[src/rtl/fft_bar_reader.sv]
// fft_bar_reader: captures a 16-bin spectrum, converts each bin to a peak-held
// 4-bit bar level and streams the results over valid/ready.
module fft_bar_reader #(
  parameter int LEVEL_SHIFT = 11,
  parameter int DECAY_STEP  = 1
) (
  input  logic        clk,
  input  logic        reset_n,
  input  logic [31:0] f0,
  input  logic [31:0] f1,
  input  logic [31:0] f2,
  input  logic [31:0] f3,
  input  logic [31:0] f4,
  input  logic [31:0] f5,
  input  logic [31:0] f6,
  input  logic [31:0] f7,
  input  logic [31:0] f8,
  input  logic [31:0] f9,
  input  logic [31:0] f10,
  input  logic [31:0] f11,
  input  logic [31:0] f12,
  input  logic [31:0] f13,
  input  logic [31:0] f14,
  input  logic [31:0] f15,
  input  logic        frame_valid,
  output logic        frame_ready,
  output logic        bar_valid,
  input  logic        bar_ready,
  output logic [3:0]  bar_idx,
  output logic [3:0]  bar_level,
  output logic        frame_done
);
  typedef enum logic [1:0] {IDLE, CALC, EMIT, DONE} state_t;
  state_t      state_q, state_d;
  logic [31:0] f_in [16];
  logic [31:0] bins_q [16];
  logic [31:0] bins_d [16];
  logic [3:0]  peak_q [16];
  logic [3:0]  peak_d [16];
  logic [3:0]  k_q, k_d, idx_q, idx_d, level_q, level_d;
  logic        valid_q, valid_d, done_q, done_d;
  logic [14:0] abs_re, abs_im, mx, mn;
  logic [16:0] mag, lvl_wide;
  logic [3:0]  lvl, pk, new_pk;

  // 0x8000 has no positive 16-bit counterpart, so it saturates to 32767
  function automatic logic [14:0] abs_sat(input logic [15:0] x);
    return x[15] ? ((x == 16'h8000) ? 15'h7fff : 15'(-x)) : x[14:0];
  endfunction

  assign f_in = '{f0, f1, f2, f3, f4, f5, f6, f7, f8, f9, f10, f11, f12, f13, f14, f15};

  always_comb begin
    abs_re   = abs_sat(bins_q[k_q][31:16]);
    abs_im   = abs_sat(bins_q[k_q][15:0]);
    mx       = (abs_re >= abs_im) ? abs_re : abs_im;
    mn       = (abs_re >= abs_im) ? abs_im : abs_re;
    mag      = 17'(mx) + 17'(mn >> 1);
    lvl_wide = mag >> LEVEL_SHIFT;
    lvl      = (lvl_wide > 17'd15) ? 4'd15 : lvl_wide[3:0];
    pk       = peak_q[k_q];
    // decay never undershoots the fresh level, which also keeps it at or above 0
    new_pk   = (lvl >= pk) ? lvl :
               (5'(pk) > 5'(lvl) + 5'(DECAY_STEP)) ? pk - 4'(DECAY_STEP) : lvl;
  end

  always_comb begin
    state_d = state_q;
    bins_d  = bins_q;
    peak_d  = peak_q;
    k_d     = k_q;
    idx_d   = idx_q;
    level_d = level_q;
    valid_d = valid_q;
    done_d  = 1'b0;
    case (state_q)
      IDLE: if (frame_valid) begin
        bins_d  = f_in;
        k_d     = 4'd0;
        state_d = CALC;
      end
      CALC: begin
        peak_d[k_q] = new_pk;
        idx_d       = k_q;
        level_d     = new_pk;
        valid_d     = 1'b1;
        state_d     = EMIT;
      end
      EMIT: if (bar_ready) begin
        valid_d = 1'b0;
        done_d  = (k_q == 4'd15);
        k_d     = (k_q == 4'd15) ? k_q : k_q + 4'd1;
        state_d = (k_q == 4'd15) ? DONE : CALC;
      end
      DONE: state_d = IDLE;
    endcase
  end

  always_ff @(posedge clk or negedge reset_n) begin
    if (!reset_n) begin
      state_q <= IDLE;
      k_q     <= '0;
      idx_q   <= '0;
      level_q <= '0;
      valid_q <= 1'b0;
      done_q  <= 1'b0;
      for (int i = 0; i < 16; i++) begin
        bins_q[i] <= '0;
        peak_q[i] <= '0;
      end
    end else begin
      state_q <= state_d;
      k_q     <= k_d;
      idx_q   <= idx_d;
      level_q <= level_d;
      valid_q <= valid_d;
      done_q  <= done_d;
      bins_q  <= bins_d;
      peak_q  <= peak_d;
    end
  end

  assign frame_ready = (state_q == IDLE);
  assign bar_valid   = valid_q;
  assign bar_idx     = idx_q;
  assign bar_level   = level_q;
  assign frame_done  = done_q;
endmodule

[config.mk]
export PLATFORM = sky130hd
export DESIGN_NAME = fft_bar_reader
export DESIGN_NICKNAME = d
export VERILOG_FILES = /design/src/rtl/fft_bar_reader.sv
export SDC_FILE = /design/constraint.sdc
export NUM_CORES = 1
export LEC_CHECK = 0
export BUFFER_PORTS_ARGS = -buffer_cell sky130_fd_sc_hd__buf_2
export CAP_MARGIN = 20
export CELL_PAD_IN_SITES_DETAIL_PLACEMENT = 1
export CELL_PAD_IN_SITES_GLOBAL_PLACEMENT = 1
export CORE_ASPECT_RATIO = 1.25
export CORE_MARGIN = 10
export CORE_UTILIZATION = 48
export DETAILED_ROUTE_END_ITERATION = 10
export GPL_ROUTABILITY_DRIVEN = 0
export PLACE_DENSITY_LB_ADDON = 0.15
export SLEW_MARGIN = 20
export SYNTH_ARGS = -nofsm -noshare
export SYNTH_HDL_FRONTEND = slang
export SYNTH_SLANG_ARGS = --single-unit
[constraint.sdc]
create_clock -name clk -period 18.8 [get_ports clk]
set_input_delay 1.88 -clock clk [delete_from_list [all_inputs] [get_ports clk]]
set_output_delay 1.88 -clock clk [all_outputs]
set_load 0.05 [all_outputs]
==> flow_summary.ini <==
[sta]
maxSlewViolCount = 0
finalSetupViolCount = 0
finalClockSkew_ns = 0.01766
clock.fmax_ghz = 0.07830
min_period_ns = 12.77
slew_headroom_pct = 27.55
tns_ns = 0
final_hold_viol_count = 0
rsz0062_at_grt = false
worstMarginPinSlew_ns = 1.087
timing.final.crit_share_pct = 67.94

[die]
core_area_um2 = 59810
die_x_um = 240.2
fp-row-count = 100
dieArea_um2 = 70930
die_h_um = 295.3
ios = 527
start_util_pct = 48.65

[yosys]
synth_nets = 2634
yosysSeqAreaShare_pct = 50.91
yosysWarnings = 0
synth_ff_type = dfrtp_1
synth_edf_count = 0
async_reset_ff_share_pct = 100.0
syn_inst = 2077
syn-cell-area_um2 = 29100
syn_avg_cell_area_um2 = 14.01
synth_cell_types = 68
ys_ff_latch = 592

[global_routing]
grt-ovfl-total = 0
grt_pass1_wl_um = 142800
grt_pass1_vias = 22850
antenna_found_initial = 75
gr-usage-all-layers_pct = 26.60
grt_max_degree = 174

[drt]
wl_per_cell_um = 28.23
vias = 20080
wl_met1_um = 36330
wl_met3_um = 6085
drt_pass1_iterations = 5
ant_nets = 0
wirelength_um = 95690
first_iter_violations = 1032
drc_errors = 0
via_per_inst = 5.924
highest_layer = met5
wl_met2_um = 50370

[worst_setup_path]
critical_path.max_fanout = 47
crit_path_top_delay_cell = dfrtp_4
setup.worst_path.class = reg -> reg
worstPathArrival_ns = 13.19
end_kind = flip-flop
cpPeakStageDelay_ns = 0.72
rrSetupSlack_ns = 6.03
required_ns = 19.22
rr_worst_depth = 44
critPathLaunchType = flip-flop
worst_path_most_repeated_cell = ha_1

[placed_design]
io_buffer_count = 526
place.detailed.hpwl_um = 71070

[clocking]
clock_path_buffers = 3
cts_resized = 0
htreeDepth = 2
path_clk_slew_ns = 0.06
clkSinkCount = 592
cts-root-buf = clkbuf_16
cts_tree = built
hold_buffers = 0
post_cts_buffers = 0
insertion_delay_ns = 0.61
cts-buffers-inserted = 60

[run_status]
run_status = complete, no violations

[finish]
area_growth_pct = 18.26
drive_gt1_share_pct = 52.71
fin_util_pct = 57.54
fin_nets = 3101

[worst_hold_path]
hold_class = reg -> reg
whs_path_depth = 2

[run]
maxCapViolations = 0
[layout make-up]
class | instances | area, um^2
inverter | 33 | 123.9
antenna | 38 | 95.09
tap | 765 | 957.2
clock buffer | 92 | 1823
clock inverter | 12 | 141.4
sequential | 592 | 14820
timing repair buffer | 551 | 2879
fill | 5988 | 25400
multi-input combinational | 1306 | 13570
[layer usage]
layer  GRT usage [%]  vias up
li1                -     8757
met1           30.92    10550
met2           46.30      505
met3           7.565      191
met4           9.132       76
met5               0        -
[metrics by stage]
step	hold slack (ns)	cell area [um^2]	setup slack, ns	cells
final	0.4756	34410	6.028	3389
after detailed placement	0.4658	32310	6.197	3246
after CTS	0.4802	34280	6.109	3350
after global routing	0.4987	34390	5.316	3381
after floorplan	0.4426	29100	8.400	2077
after global placement	0.4559	32310	6.696	3246
[cells in the mapped netlist, types with 5 or more instances]
cell	number	area share, %
dfrtp_1	592	51
a31oi_1	22	0.47
xor2_1	14	0.42
nand3_1	25	0.43
a21o_1	18	0.46
xnor2_1	13	0.39
buf_1	28	0.36
buf_2	16	0.28
and2_1	7	0.15
a41oi_2	10	0.56
clkbuf_1	88	1.1
nor2_1	91	1.2
mux2i_1	28	0.96
nor4_1	6	0.13
and3_1	15	0.32
mux2_2	536	21
nand2_1	94	1.2
nor3_1	12	0.21
buf_4	9	0.23
nand4_1	11	0.24
buf_6	5	0.19
o211ai_1	9	0.23
inv_1	32	0.41
o31ai_1	19	0.49
a22oi_1	46	1.2
ha_1	41	1.8
mux4_2	149	12
a21oi_1	39	0.67
a41oi_1	10	0.30
o21ai_0	24	0.41
[worst max-delay path, delay by kind of cell, from the launching register on]
kind	cells	cell delay, ns
mux	3	0.99
fa+ha+maj	6	1.83
flops	1	0.72
compound gates	16	3.62
simple gates	13	3.19
xor+xnor	1	0.17
buf+inv	5	1.94
[final timing paths]
kind	start	end
min	peak_q[20]	peak_q[20]
max	k_q[1]	peak_q[5]
max in group asynchronous	reset_n	bins_q[150]
max reg2reg	k_q[1]	peak_q[5]
min in group asynchronous	reset_n	bins_q[491]
min reg2reg	peak_q[20]	peak_q[20]
[state kept, by name, summed over array words and instances, names as in the netlist]
signal,flops
bar_valid,1
bar_level,4
bar_idx,4
frame_done,1
k_q,4
bins_q,512
state_q,2
peak_q,64
[cell families (layout without fill, tap and decap cells)]
family / Yosys count / after routing / share of synthesized area, %
compound gates: 234 / 234 / 5.951
xor+xnor: 27 / 27 / 0.8127
fa+ha+maj: 42 / 42 / 1.802
buf+inv: 179 / 688 / 2.623
flops: 592 / 592 / 50.91
mux: 714 / 714 / 33.32
other cells: 0 / 38 / 0
simple gates: 289 / 289 / 4.584
[cells in the final DEF (no fill, tap or decap), types with 10 or more instances in the layout]
| master | Yosys | final |
|---|---|---|
| a21o_1 | 18 | 18 |
| a21oi_1 | 39 | 39 |
| a22oi_1 | 46 | 46 |
| a31oi_1 | 22 | 22 |
| a41oi_1 | 10 | 10 |
| a41oi_2 | 10 | 10 |
| and3_1 | 15 | 15 |
| buf_2 | 16 | 525 |
| buf_4 | 9 | 21 |
| clkbuf_1 | 88 | 13 |
| clkbuf_16 | 0 | 61 |
| clkbuf_8 | 0 | 18 |
| dfrtp_1 | 592 | 588 |
| diode_2 | 0 | 38 |
| ha_1 | 41 | 41 |
| inv_1 | 32 | 32 |
| mux2_2 | 536 | 536 |
| mux2i_1 | 28 | 28 |
| mux4_2 | 149 | 149 |
| nand2_1 | 94 | 94 |
| nand3_1 | 25 | 25 |
| nand4_1 | 11 | 11 |
| nor2_1 | 91 | 90 |
| nor3_1 | 12 | 12 |
| o21ai_0 | 24 | 24 |
| o31ai_1 | 19 | 19 |
| xnor2_1 | 13 | 13 |
| xor2_1 | 14 | 14 |
Power is not shown: default switching activity piles up to over one toggle a cycle in this logic, so the estimate is an artifact.
